===== config.mk =====
export PLATFORM = sky130hd
export DESIGN_NAME = seg_display_arbiter
export DESIGN_NICKNAME = d
export VERILOG_FILES = /design/src/rtl/seg_display_arbiter.sv
export SDC_FILE = /design/constraint.sdc
export NUM_CORES = 1
export LEC_CHECK = 0
export BUFFER_PORTS_ARGS = -buffer_cell sky130_fd_sc_hd__buf_2
export CORE_ASPECT_RATIO = 2
export CORE_UTILIZATION = 61
export CTS_BUF_LIST = sky130_fd_sc_hd__clkbuf_8
export DETAILED_ROUTE_END_ITERATION = 6
export PLACE_DENSITY_LB_ADDON = 0.05
export SLEW_MARGIN = 30
export SYNTH_ARGS = -nofsm -noshare
export SYNTH_HDL_FRONTEND = slang
export SYNTH_SLANG_ARGS = --single-unit

===== constraint.sdc =====
create_clock -name Clk -period 4.95 [get_ports Clk]
set_input_delay 0.7425 -clock Clk [delete_from_list [all_inputs] [get_ports Clk]]
set_output_delay 0.7425 -clock Clk [all_outputs]
set_load 0.005 [all_outputs]

===== src/rtl/seg_display_arbiter.sv =====
// rtl/seg_display_arbiter.sv - two-source 7-segment display arbiter with minimum dwell; optional BLANK_IDLE_EN blanks digits in IDLE
module seg_display_arbiter #(
    parameter int DWELL = 25000000
) (
    input  logic        Clk,
    input  logic        Rst,
    input  logic        req0,
    input  logic [15:0] data0,
    input  logic        req1,
    input  logic [15:0] data1,
    output logic        gnt0,
    output logic        gnt1,
    output logic        busy,
    output logic [6:0]  out1A,
    output logic [6:0]  out2A,
    output logic [6:0]  out3A,
    output logic [6:0]  out4A
);

    typedef enum logic [1:0] {
        IDLE  = 2'd0,
        SHOW0 = 2'd1,
        SHOW1 = 2'd2
    } state_t;

    // Count value on which a SHOW state makes its stay/switch/release decision.
    localparam logic [25:0] DWELL_LAST = 26'(DWELL - 1);

    localparam logic [6:0] SEG_BLANK = 7'b1111111;

    state_t      state;
    logic [25:0] count;
    logic [15:0] value;
    logic        last_served;

    // Active-low {g,f,e,d,c,b,a} pattern for one hex nibble.
    function automatic logic [6:0] seg_decode(input logic [3:0] nib);
        logic [6:0] seg;
        case (nib)
            4'h0: seg = 7'b1000000;
            4'h1: seg = 7'b1111001;
            4'h2: seg = 7'b0100100;
            4'h3: seg = 7'b0110000;
            4'h4: seg = 7'b0011001;
            4'h5: seg = 7'b0010010;
            4'h6: seg = 7'b0000010;
            4'h7: seg = 7'b1111000;
            4'h8: seg = 7'b0000000;
            4'h9: seg = 7'b0010000;
            4'hA: seg = 7'b0001000;
            4'hB: seg = 7'b0000011;
            4'hC: seg = 7'b1000110;
            4'hD: seg = 7'b0100001;
            4'hE: seg = 7'b0000110;
            default: seg = 7'b0001110;
        endcase
        return seg;
    endfunction

    // Arbitration FSM: owns state, dwell counter, value register and fairness pointer.
    always_ff @(posedge Clk) begin
        if (Rst) begin
            state       <= IDLE;
            count       <= '0;
            value       <= 16'h0000;
            last_served <= 1'b1;
        end else begin
            case (state)
                IDLE: begin
                    // With both requesting, the source not served last wins.
                    if (req0 && (!req1 || last_served)) begin
                        state       <= SHOW0;
                        value       <= data0;
                        count       <= '0;
                        last_served <= 1'b0;
                    end else if (req1) begin
                        state       <= SHOW1;
                        value       <= data1;
                        count       <= '0;
                        last_served <= 1'b1;
                    end
                end
                SHOW0: begin
                    if (req0) begin
                        value <= data0;
                    end
                    if (count == DWELL_LAST) begin
                        if (req1) begin
                            state       <= SHOW1;
                            value       <= data1;
                            count       <= '0;
                            last_served <= 1'b1;
                        end else if (req0) begin
                            count <= '0;
                        end else begin
                            state <= IDLE;
                            count <= '0;
                        end
                    end else begin
                        count <= count + 26'd1;
                    end
                end
                SHOW1: begin
                    if (req1) begin
                        value <= data1;
                    end
                    if (count == DWELL_LAST) begin
                        if (req0) begin
                            state       <= SHOW0;
                            value       <= data0;
                            count       <= '0;
                            last_served <= 1'b0;
                        end else if (req1) begin
                            count <= '0;
                        end else begin
                            state <= IDLE;
                            count <= '0;
                        end
                    end else begin
                        count <= count + 26'd1;
                    end
                end
                default: begin
                    state <= IDLE;
                    count <= '0;
                end
            endcase
        end
    end

    // Grants come straight from the registered state so they can never overlap.
    assign gnt0 = (state == SHOW0);
    assign gnt1 = (state == SHOW1);
    assign busy = gnt0 | gnt1;

    // Digit decode of the value register; optionally blanked while nobody owns the display.
    always_comb begin
        out1A = seg_decode(value[15:12]);
        out2A = seg_decode(value[11:8]);
        out3A = seg_decode(value[7:4]);
        out4A = seg_decode(value[3:0]);
`ifdef BLANK_IDLE_EN
        if (state == IDLE) begin
            out1A = SEG_BLANK;
            out2A = SEG_BLANK;
            out3A = SEG_BLANK;
            out4A = SEG_BLANK;
        end
`endif
    end

`ifndef BLANK_IDLE_EN
    logic unused_blank;
    assign unused_blank = ^SEG_BLANK;
`endif

endmodule


== Word level (Yosys, flattened, before mapping) ==
Memories as Yosys holds them, arrays and structs flattened. A register that Yosys moved wholly into a read port is not among the register bits.
Cells that the tools add are included.

* Register bits after elaboration: 45
* ROM bits: 448
* Bits of input ports: 36
* Output and inout bits: 31
* Word-level logic and storage cells: 62
* Memories kept: 4

{| class="wikitable"
|+ Memory list
! name !! depth !! width !! read ports !! clocked after Yosys merged registers in !! wr ports !! RTL line !! text
|-
| (no name shown) || 16 || 7 || 1 || 1 || 0 || 39 || <nowiki>case (nib)</nowiki>
|-
| (no name shown) || 16 || 7 || 1 || 1 || 0 || 39 ||
|-
| (no name shown) || 16 || 7 || 1 || 1 || 0 || 39 ||
|-
| (no name shown) || 16 || 7 || 1 || 1 || 0 || 39 ||
|}

* Add/subtract/negate cells: 1
* Equal/unequal tests: 9
* Mux-type cells: 35
* Bitwise gates (word level): 1
* Reductions and logical operators: 8

{| class="wikitable"
|+ Operators by type and width
! kind !! count
|-
| two-way mux 16 bit || 7
|-
| two-way mux 26 bit || 3
|-
| case mux 26 bit (2 select lines) || 1
|-
| case mux 16 bit (3 select lines) || 1
|-
| two-way mux 4 bit || 8
|-
| adder 26 x 1 -> 26 bit, second input constant || 1
|-
| equality test 26 x 25 -> 1 bit, second input constant || 1
|-
| two-way mux 2 bit || 8
|-
| inequality test 3 bit, second input constant || 3
|-
| case mux 2 bit (3 select lines) || 1
|-
| two-way mux 1 bit || 5
|-
| AND reduction 5 bit || 1
|-
| inequality test 2 x 1 -> 1 bit, second input constant || 2
|-
| AND reduction 4 bit || 1
|-
| case mux 1 bit (3 select lines) || 1
|-
| nonzero test 3 bit || 1
|-
| equality test 2 x 1 -> 1 bit, second input constant || 1
|-
| equality test 2 bit, second input constant || 1
|-
| zero test 2 bit || 1
|-
| inequality test 2 bit, second input constant || 1
|-
| OR reduction 2 bit || 1
|-
| logical AND 1 bit || 1
|-
| zero test 1 bit || 1
|-
| logical OR 1 bit || 1
|-
| bitwise OR 1 bit || 1
|}

== Logic depth before layout (Yosys ltp) ==
Gate-level depths: netlist (run 1).

* Word-level depth: 7
* Mapped depth: 16

== Worst setup path after synthesis (run 1) ==
OpenSTA, ideal clock, no wires.

* Path type: input to register
* Start: in req1
* End: reg, netlist name out1A[3]
* Arrival: 3484 ps
* Data required time: 4816 ps
* Path slack: 1332 ps
* Cell stages on the path: 11
* Path buffers: 3
* Path through: clkbuf_1 -> buf_2 -> buf_1 -> mux2_2 -> mux2_2 -> a21oi_1 -> a21oi_1 -> and2_1 -> inv_1 -> ha_1 -> mux4_2

* Cells in the longest elaborated chain, start to end: 7

{| class="wikitable"
|+ RTL lines
! what !! RTL line !! text
|-
| from (decl) || 9 || <nowiki>input logic req1,</nowiki>
|-
| zero test 1 bit || 71 || <nowiki>if (req0 && (!req1 || last_served)) begin</nowiki>
|-
| logical OR 1 bit || 71 ||
|-
| logical AND 1 bit || 71 ||
|-
| two-way mux 16 bit || 71 ||
|-
| case mux 16 bit (3 select lines) * || 68 || <nowiki>case (state)</nowiki>
|-
| two-way mux 4 bit (no line) * (2 in a row) || n/a ||
|}

Every way passes the cells marked *; elsewhere a longest branch is shown, timed or not.
A chain may end at the register's enable or synchronous reset.

== Final worst setup path (run 1) ==
* Start: reg count[7]
* End: reg, netlist name out4A[0]

* Cells in the longest elaborated chain, start to end: 5

{| class="wikitable"
|+ RTL lines
! what !! RTL line !! text
|-
| from (decl) || 32 || <nowiki>logic [25:0] count;</nowiki>
|-
| from (signal assigned) || 100 || <nowiki>count <= count + 26'd1;</nowiki>
|-
| from (signal assigned) || 120 || <nowiki>count <= count + 26'd1;</nowiki>
|-
| equality test 26 x 25 -> 1 bit * || 87, 107 ||
|-
| two-way mux 16 bit (on tied branches) || 107, 87 ||
|-
| case mux 16 bit (3 select lines) * || 68 ||
|-
| two-way mux 4 bit (no line) * (2 in a row) || n/a ||
|}

Marks and branches as above.

==> qor.txt, run 1 <==
Layout Nets = 705
hold_sp = count[22]
DRC = 0
die footprint = 8770 um^2
switching part of the total = 0.412
core area = 8000 um^2
TNS Setup = 0 ns
crit path time final = 3.71 ns
grt ovf = 0
Syn Std Cell Area = 5110 um^2
initial antenna violation count = 0
Least-Margin Pin Slew = 0.824 ns
critical-path maximum fanout = 21
# clock sinks = 73
vias in the first global route = 4,638
Detail Route Antenna Nets = 0
cell taking the most area after synthesis = dfxtp_1
Routed WL = 13,400 um
WP buf/inv = 2
worst hold slack = 0.505 ns
Setup CP Type = flip-flop to flip-flop
Post-CTS Setup Bufs = 0
Peak VDD IR = 406 uV
Clock Tree Buf Depth = 2
n_diodes = 0
reg-to-reg critical path endpoint = out4A[0]
status = completed
Worst R2R Start = count[7]
Main synth FF type = dfxtp_1
Slew Viols, Final = 0
most frequent cells in the layout = dfxtp_1 (73), buf_2 (66), nand2_1 (53), nor2_1 (53), mux2i_1 (46)
dpl cell area = 5440 um^2
Synth top area share = 0.286
Max-slew headroom = 0.450
die width = 66.7 um
cell chain of the critical path = or4_4, nor4_4, nand3_1, buf_4, mux2_2, a221oi_2, a211oi_1, inv_1, ha_1, and3_1, a221o_1
GP Congestion = 0.859
R2R cell count = 11
Crit path largest cell delay = 0.70 ns
Core Rows = 46
Reg2Reg Setup Slack = 1.24 ns
DR vias/cell = 6.30
Reg power frac = 0.308
Post-Route Utilization = 0.703
CTS H-Tree Depth = 3
CTS tree = done
Finish-stage setup viols = 0
Distinct cells, synth = 67
EDFF count, synth = 0
initial drt markers = 253
Final period util = 0.749
Die H = 131 um
DP Worst Slack = 1.09 ns
Synth area leaders = dfxtp_1 (29%), mux2i_1 (9.0%), ha_1 (7.1%)
worst hold path class = flip-flop to flip-flop
CTS Buf Count = 9
I/O pin total = 67
RSZ-0062 raised after global routing = false
PwrDens = 477 nW/um^2
fill count = 662
#FFs+latches synth = 73
Gate power share = 0.523
clock slew at reported path FFs = 0.08 ns
clock network fraction of design power = 0.168
maxcap violations = 0
Final Hold Vio Count = 0
Arr. time, crit path = 3.96 ns
most common cell after layout, fill and taps aside = dfxtp_1
Syn. warnings = 0
PostCTS Resize Cnt = 0
drt wl/cell = 18.1 um
initial core utilization = 0.639
CTS Hold Bufs = 0
PnR worst setup slack = 1.24 ns
first-pass GRT wire length = 21,800 um
Root Buffer = clkbuf_8
worst path required time = 5.20 ns
Mapped Nets = 657
First-pass DRT Iterations = 7
Hold Path End = count[22]
Post-Syn Area per Cell = 8.63 um^2
share of cells above drive strength 1 = 0.236
cell count after synthesis = 592
post-route cell area = 5620 um^2
clock skew = 0.00926 ns
pin count of the biggest net entering global routing = 30
total number of vias = 4,671
clock latency on the worst-skew pair = 0.36 ns
Leakage = 2.38 nW
P_int = 0.00158 W
Peak Freq = 270 MHz
CP endpoint kind = flip-flop
FFs w/ async S/R, synth = 0
IO buf count = 66
sequential share of the synthesized area = 0.286
Setup crit start kind = flip-flop
P_sw = 0.00111 W
area grow syn2layout = 10.0%
post-DP HPWL = 9740 um
Hold Path Depth = 2
delay-heaviest family, CP = simple AND/OR/NAND/NOR gates
GRT Util Overall = 0.320
cell with the largest stage delay on the worst path = a211oi_1
-- power groups by stage --
| stage | Clock (W) | Combinational [W] | Sequential (W) |
|---|---|---|---|
| 6_report | 0.000452 | 0.00140 | 0.000827 |
| 5_1_grt | 0.000486 | 0.00155 | 0.000844 |
| 4_1_cts | 0.000458 | 0.00140 | 0.000826 |
| 3_5_place_dp | 0 | 0.00139 | 0.000839 |
| 3_3_place_gp | 0 | 0.00135 | 0.000832 |
| 2_1_floorplan | 0 | 0.00103 | 0.000836 |
-- cell type report --
cell class                 count  area, um^2  share of cell area
inverter                      31         126              0.0225
sequential                    73        1460               0.260
timing repair buffer          72         375              0.0668
clock inverter                 7        62.6              0.0111
multi-input combinational    453        3350               0.596
tap                           96         120              0.0214
clock buffer                   9         124              0.0220
-- routing by layer --
metal | global-route usage | wire, um | up-vias
li1 | - | - | 2237
met5 | 0 | 0 | -
met4 | 0.189 | 640 | 0
met3 | 0.0495 | 650 | 47
met1 | 0.335 | 4960 | 2230
met2 | 0.570 | 7170 | 157
-- cells in the mapped netlist (all sizes together), types with 5 or more instances --
cell type  number
a211oi         12
nor3            5
nand2b         11
or2             9
ha             29
xor2            8
inv            28
nand3          14
and2            9
o21ai          16
clkbuf         19
o211ai         16
and3            9
nor2           54
dfxtp          73
mux2i          46
nand2          53
o22ai          14
a31oi           8
a21oi          38
nand4           7
xnor2           8
buf            16
mux2           29
a32o            6
-- worst reg2reg max path, stage by stage, from the launching register on --
cell and delay, ns:
dfxtp_1 0.37, or4_4 0.55, nor4_4 0.40, nand3_1 0.12, buf_4 0.27, mux2_2 0.27, a221oi_2 0.06, a211oi_1 0.70
inv_1 0.20, ha_1 0.26, and3_1 0.15, a221o_1 0.25
-- worst max-delay path by stage --
| stage | startpoint | cells after the start | to |
|---|---|---|---|
| after floorplan | req1 | 11 | out1A[3] |
| after global placement | req0 | 9 | out1A[3] |
| after detailed placement | req0 | 9 | out1A[3] |
| after CTS | count[7] | 11 | out4A[0] |
| after global routing | count[7] | 11 | out4A[0] |
| final | count[7] | 11 | out4A[0] |
-- state kept, by name (all words and copies together), names as in the netlist --
| name | cells |
|---|---|
| out2A | 7 |
| out4A | 7 |
| last_served | 1 |
| value | 16 |
| out1A | 7 |
| count | 26 |
| state | 2 |
| out3A | 7 |
-- through the flow --
step	std cells	total power [W]
after global placement	725	0.00218
after floorplan	592	0.00187
after detailed placement	725	0.00223
final	741	0.00268
after global routing	741	0.00288
after CTS	741	0.00268
-- cell families after synthesis --
group / after synthesis / synth area share
AO/OA/AOI/OAI: 142 / 0.206
adder cells (fa/ha/maj): 29 / 0.0710
multiplexers: 77 / 0.164
buffers and inverters: 66 / 0.0585
XOR/XNOR: 16 / 0.0274
AND/OR/NAND/NOR: 189 / 0.187
flip-flops: 73 / 0.286
No activity file was read; power rests on OpenSTA's default activity.
==> run 2: changes to the inputs <==
--- a/config.mk
+++ b/config.mk
@@ -5,9 +5,10 @@
 export SDC_FILE = /design/constraint.sdc
 export NUM_CORES = 1
 export LEC_CHECK = 0
+export ABC_AREA = 1
 export BUFFER_PORTS_ARGS = -buffer_cell sky130_fd_sc_hd__buf_2
 export CORE_ASPECT_RATIO = 2
-export CORE_UTILIZATION = 61
+export CORE_UTILIZATION = 55
 export CTS_BUF_LIST = sky130_fd_sc_hd__clkbuf_8
 export DETAILED_ROUTE_END_ITERATION = 6
 export PLACE_DENSITY_LB_ADDON = 0.05
==> constraint.sdc (replaced) <==
create_clock -name Clk -period 3.3 [get_ports Clk]
set_input_delay 0.495 -clock Clk [delete_from_list [all_inputs] [get_ports Clk]]
set_output_delay 0.495 -clock Clk [all_outputs]
set_load 0.005 [all_outputs]
==> qor.txt, run 2 <==
status = completed
Post-Syn Area per Cell = 5.94 um^2 (-31%)
Biggest register = count
dpl cell area = 6150 um^2 (+13%)
Peak VDD IR = 460 uV (+13%)
Max-slew headroom = 0.668 (+0.218)
DRC = 0 (unchanged)
Core Rows = 52 (+13%)
Detail Route Antenna Nets = 0 (unchanged)
post-DP HPWL = 12,100 um (+24%)
grt ovf = 0 (unchanged)
post-route cell area = 6320 um^2 (+12%)
CTS Hold Bufs = 0 (unchanged)
# clock sinks = 73 (unchanged)
Syn Std Cell Area = 5700 um^2 (+12%)
EDFF count, synth = 0 (unchanged)
P_sw = 0.00260 W (+130%)
DR vias/cell = 5.39 (-15%)
share of cells above drive strength 1 = 0.145 (-0.0903)
Root Buffer = clkbuf_8
FFs w/ async S/R, synth = 0 (unchanged)
worst hold path class = input port to flip-flop
most common cell after layout, fill and taps aside = nand2_1
Worst R2R Start = count[0]
cell taking the most area after synthesis = dfxtp_1
clock network fraction of design power = 0.125 (-0.043)
clock slew at reported path FFs = 0.08 ns (about the same)
I/O pin total = 67 (unchanged)
Syn. warnings = 0 (unchanged)
Layout Nets = 1,085 (+54%)
reg-to-reg critical path endpoint = out4A[3]
Slew Viols, Final = 0 (unchanged)
vias in the first global route = 5,667 (+22%)
total number of vias = 6,248 (+34%)
CTS Buf Count = 9 (unchanged)
Leakage = 3.49 nW (+47%)
Mapped Nets = 1,026 (+56%)
Reg2Reg Setup Slack = 0.50 ns (-0.74 ns)
die footprint = 10,800 um^2 (+23%)
PostCTS Resize Cnt = 0 (unchanged)
clock skew = 0.00998 ns (+0.000719 ns)
worst path required time = 3.56 ns (-1.64 ns)
R2R cell count = 16 (+5)
initial antenna violation count = 0 (unchanged)
synth cell count leaders = nand2_1 (345), nand3_1 (127), inv_1 (105), dfxtp_1 (73), o21ai_0 (55)
CTS tree = done
Reg power frac = 0.250 (-0.058)
Largest register FFs = 26 (unchanged)
#FFs+latches synth = 73 (unchanged)
CP endpoint kind = flip-flop
Peak Freq = 357 MHz (+32%)
IO buf count = 66 (unchanged)
sequential share of the synthesized area = 0.256 (-0.0298)
Post-CTS Setup Bufs = 0 (unchanged)
Final Hold Vio Count = 0 (unchanged)
Main synth FF type = dfxtp_1
CTS H-Tree Depth = 3 (unchanged)
Setup crit start = count[0]
TNS Setup = 0 ns (unchanged)
Final period util = 0.850 (+0.100)
most frequent cells in the layout = nand2_1 (345), nand3_1 (127), inv_1 (106)
pin count of the biggest net entering global routing = 34 (+13%)
PwrDens = 811 nW/um^2 (+70%)
Post-Route Utilization = 0.627 (-0.0760)
area grow syn2layout = 10.8%
Die H = 146 um (+11%)
Routed WL = 16,200 um (+21%)
Least-Margin Pin Slew = 0.495 ns (-0.328 ns)
Gate power share = 0.625 (+0.102)
die width = 74.0 um (+11%)
initial drt markers = 494 (+95%)
P_int = 0.00253 W (+60%)
GP Congestion = 0.876 (+1.9%)
maxcap violations = 0 (unchanged)
Setup crit start kind = flip-flop
Synth area leaders = dfxtp_1 (26%), nand2_1 (23%), nand3_1 (11%)
RSZ-0062 raised after global routing = false
Top Registers = count (26), value (16)
Setup CP Type = flip-flop to flip-flop
Distinct cells, synth = 39 (-42%)
initial core utilization = 0.566 (-0.0731)
Arr. time, crit path = 3.07 ns (-0.89 ns)
Synth top area share = 0.256 (-0.0298)
crit path time final = 2.80 ns (-0.906 ns)
n_diodes = 0 (unchanged)
drt wl/cell = 14.0 um (-23%)
cell count after synthesis = 961 (+62%)
core area = 10,100 um^2 (+26%)
switching part of the total = 0.507 (+0.0946)
First-pass DRT Iterations = 6 (-1)
Critical Path Sink = out4A[3]
clock latency on the worst-skew pair = 0.36 ns (about the same)
Clock Tree Buf Depth = 2 (unchanged)
Finish-stage setup viols = 0 (unchanged)
critical-path maximum fanout = 30 (+43%)
count leader, synth = nand2_1
first-pass GRT wire length = 25,800 um (+18%)
GRT Util Overall = 0.308 (-0.0125)
run 2: cell types whose count changed after synthesis, sizes merged, moves of 14 or more:
cell and delta:
inv +89, o211ai -14, nand2 +312, o21ai +48, mux2 -29, nand3 +115
mux2i -46
run 2: how the worst min path moves through the flow:
stage | start | endpoint | cells after the start
5_1_grt | Rst | value[12] | 2
2_1_floorplan | count[13] | count[13] | 2
3_3_place_gp | count[13] | count[13] | 2
3_5_place_dp | count[13] | count[13] | 2
6_report | Rst | value[12] | 2
4_1_cts | Rst | value[12] | 2
run 2: kinds of logic (layout without fill, tap and decap cells):
group	count (synthesis)	in the layout	share of synthesized area
DFF	73	73	0.256
AOI/OAI and AO/OA	110	110	0.106
adders and majority gates	29	29	0.0636
and+or+nand+nor	587	587	0.452
xor gates and xnor gates	4	4	0.00614
buffers and inverters	158	222	0.116
run 2: routing by layer:
layer | wire length [um] | vias to the layer above | global-route usage
met4 | 989 | 0 | 0.207
met5 | 0 | - | 0
met1 | 5990 | 2822 | 0.311
met3 | 728 | 61 | 0.0511
li1 | - | 3179 | -
met2 | 8500 | 186 | 0.548
run 2: per-stage QoR:
step           total power (W)  instances  setup slack [ns]  hold slack [ns]
6_report               0.00512       1160             0.496            0.469
5_1_grt                0.00563       1160             0.123            0.474
4_1_cts                0.00514       1160             0.509            0.456
3_5_place_dp           0.00449       1144             0.434            0.473
3_3_place_gp           0.00447       1144             0.438            0.466
2_1_floorplan          0.00360        961             0.753            0.437
run 2: power by group through the flow:
stage,Sequential [W],Clock [W],Combinational (W)
final,0.00128,0.000639,0.00320
after floorplan,0.00129,0,0.00231
after global placement,0.00130,0,0.00317
after global routing,0.00131,0.000692,0.00363
after CTS,0.00128,0.000656,0.00320
after detailed placement,0.00130,0,0.00318
run 2: final cells by class:
class / instances / area [um^2]
Tap cell: 135 / 169
Clock inverter: 7 / 47.5
Fill cell: 1046 / 3760
Multi-Input combinational cell: 730 / 3580
Sequential cell: 73 / 1460
Clock buffer: 9 / 124
Timing Repair Buffer: 88 / 495
Inverter: 118 / 443
run 2: critical path, stage by stage (launching register included):
cell	delay (ns)
dfxtp_1	0.37
ha_1	0.18
nand2_1	0.10
nor2_4	0.12
nand2_2	0.07
nor2_4	0.16
buf_4	0.33
nand3_1	0.12
nand3_1	0.10
nand3_1	0.10
a21oi_1	0.25
nor2_1	0.11
inv_1	0.13
ha_1	0.24
nand3b_1	0.17
nand3_1	0.10
nand2_1	0.06
==> run 3: changes to the inputs <==
--- a/config.mk
+++ b/config.mk
@@ -5,7 +5,7 @@
 export SDC_FILE = /design/constraint.sdc
 export NUM_CORES = 1
 export LEC_CHECK = 0
-export ABC_AREA = 1
+export ABC_AREA = 0
 export BUFFER_PORTS_ARGS = -buffer_cell sky130_fd_sc_hd__buf_2
 export CORE_ASPECT_RATIO = 2
 export CORE_UTILIZATION = 55
==> constraint.sdc (replaced) <==
create_clock -name Clk -period 2.25 [get_ports Clk]
set_input_delay 0.3375 -clock Clk [delete_from_list [all_inputs] [get_ports Clk]]
set_output_delay 0.3375 -clock Clk [all_outputs]
set_load 0.005 [all_outputs]
==> qor.txt, run 3 (same netlist as run 1, synthesis figures left out) <==
First-pass DRT Iterations = 6 (unchanged)
Detail Route Antenna Nets = 0 (unchanged)
die footprint = 9700 um^2 (-10%)
total number of vias = 5,524 (-12%)
Clock Tree Buf Depth = 2 (unchanged)
Post-Route Utilization = 0.848 (+0.221)
Final Hold Vio Count = 0 (unchanged)
Arr. time, crit path = 3.34 ns (+0.27 ns)
area grow syn2layout = 49.5%
Peak Freq = 327 MHz (-8.2%)
GRT Util Overall = 0.354 (+0.0461)
Die H = 138 um (-5.3%)
fill count = 523 (-50%)
clock latency on the worst-skew pair = 0.37 ns (about the same)
hold_sp = data1[9]
placed cell count = 875 (-24%)
Hold Path Depth = 4 (+2)
Routed WL = 17,700 um (+9.5%)
Largest register FFs = 26 (unchanged)
core area = 9010 um^2 (-11%)
Finished Layout Cells = 910 (-22%)
Setup CP Type = flip-flop to flip-flop
failing checks = negative setup slack
Final period util = 1.36 (+0.508)
GP Congestion = 0.996 (+14%)
DR vias/cell = 6.07 (+13%)
critical-path maximum fanout = 8 (-73%)
CTS Buf Count = 9 (unchanged)
worst hold slack = 0.413 ns (-0.0563 ns)
Setup crit start = count[9]
IO buf count = 66 (unchanged)
Root Buffer = clkbuf_8
crit path time final = 3.05 ns (+0.251 ns)
drt wl/cell = 19.5 um (+40%)
worst hold path class = input port to flip-flop
dpl cell area = 6730 um^2 (+9.5%)
die width = 70.2 um (-5.2%)
reg-to-reg critical path endpoint = out2A[0]
PnR worst setup slack = -0.804 ns (-1.30 ns)
R2R cell count = 11 (-5)
post-DP HPWL = 12,900 um (+7.2%)
vias in the first global route = 5,760 (+1.6%)
most used cell, CP = buf_4
CTS H-Tree Depth = 3 (unchanged)
post-route cell area = 7640 um^2 (+21%)
CP endpoint kind = flip-flop
most frequent cells in the layout = buf_4 (139), dfxtp_1 (69), buf_2 (67)
maxcap violations = 0 (unchanged)
Finish-stage setup viols = 43 (+43)
WP buf/inv = 3 (+1)
clock skew = 0.0127 ns (+0.00271 ns)
cell with the largest stage delay on the worst path = or4_4
Worst R2R Start = count[9]
Peak VDD IR = 987 uV (+110%)
Hold Path End = value[9]
Crit path largest cell delay = 0.55 ns (+0.18 ns)
Slew Viols, Final = 0 (unchanged)
clock slew at reported path FFs = 0.08 ns (about the same)
worst path required time = 2.53 ns (-1.03 ns)
CTS Hold Bufs = 0 (unchanged)
cell chain of the critical path = or4_4, nor4_4, buf_4, nand3_4, buf_6, mux2i_4, o41ai_4, buf_4, and2_4, mux2_1, a22oi_2
DRC = 0 (unchanged)
pin count of the biggest net entering global routing = 24 (-29%)
initial core utilization = 0.567 (+0.00135)
n_diodes = 0 (unchanged)
Layout Nets = 868 (-20%)
# clock sinks = 73 (unchanged)
grt ovf = 0 (unchanged)
CTS tree = done
Leakage = 3.27 nW (-6.3%)
Least-Margin Pin Slew = 0.507 ns (+0.0120 ns)
Total Power = 0.00822 W (+60%)
Reg2Reg Setup Slack = -0.80 ns (-1.30 ns)
initial antenna violation count = 0 (unchanged)
first-pass GRT wire length = 27,200 um (+5.6%)
initial drt markers = 230 (-53%)
most common cell after layout, fill and taps aside = buf_4
status = finished, violations left
Setup crit start kind = flip-flop
PwrDens = 1080 nW/um^2 (+33%)
share of cells above drive strength 1 = 0.512 (+0.367)
RSZ-0062 raised after global routing = true
Max-slew headroom = 0.658 (-0.00956)
Core Rows = 49 (-5.8%)
Top Registers = count (26), value (16)
delay-heaviest family, CP = simple AND/OR/NAND/NOR gates
Biggest register = count
I/O pin total = 67 (unchanged)
-- run 3: through the flow --
stage / setup slack [ns] / setup TNS (ns)
final: -0.804 / -24.11
after floorplan: -0.859 / -18.61
after detailed placement: -0.852 / -26.15
after global placement: -0.789 / -23.59
after global routing: -0.967 / -28.97
after CTS: -0.787 / -22.01
-- run 3: power breakdown --
part           leakage, nW  switching [W]  internal (W)
combinational         2.58        0.00258       0.00274
sequential           0.602       0.000180       0.00165
clock               0.0949       0.000530      0.000544
-- run 3: how the worst max path moves through the flow --
stage,to,slack (ns),cells after the start
global placement,out2A[0],-0.79,11
global route,out2A[0],-0.97,13
detailed placement,out4A[3],-0.85,11
finish,out2A[0],-0.80,11
CTS,out3A[3],-0.79,12
floorplan,out1A[3],-0.86,12
-- run 3: worst reg2reg max path, delay by kind of cell, from the launching register on --
kind,cells,cell delay [ns]
DFF,1,0.32
and+or+nand+nor,4,1.12
buffers and inverters,3,0.58
AOI/OAI and AO/OA,2,0.44
muxes,2,0.53
-- run 3: per-layer routing --
| metal | vias to the layer above | routed length (um) | GRT usage |
|---|---|---|---|
| li1 | 2548 | - | - |
| met2 | 196 | 9930 | 0.685 |
| met1 | 2700 | 6110 | 0.325 |
| met4 | 0 | 1040 | 0.243 |
| met3 | 80 | 660 | 0.0481 |
| met5 | - | 0 | 0 |
-- run 3: timing repair --
item,CTS,global route
cloned,0,1
resized for setup,68,61
hold endpoints to repair,0,0
setup buffers,11,11
setup endpoints to repair,43,59
pin swaps,21,40
-- run 3: area by class of cell --
cell class                      count  area [um^2]  share of cell area
Clock buffer                       10          138              0.0180
Inverter                           31          141              0.0185
Timing Repair Buffer              235         1770               0.232
Multi-Input combinational cell    453         3930               0.514
Sequential cell                    73         1470               0.192
Tap cell                          102          128              0.0167
Clock inverter                      6         66.3             0.00868
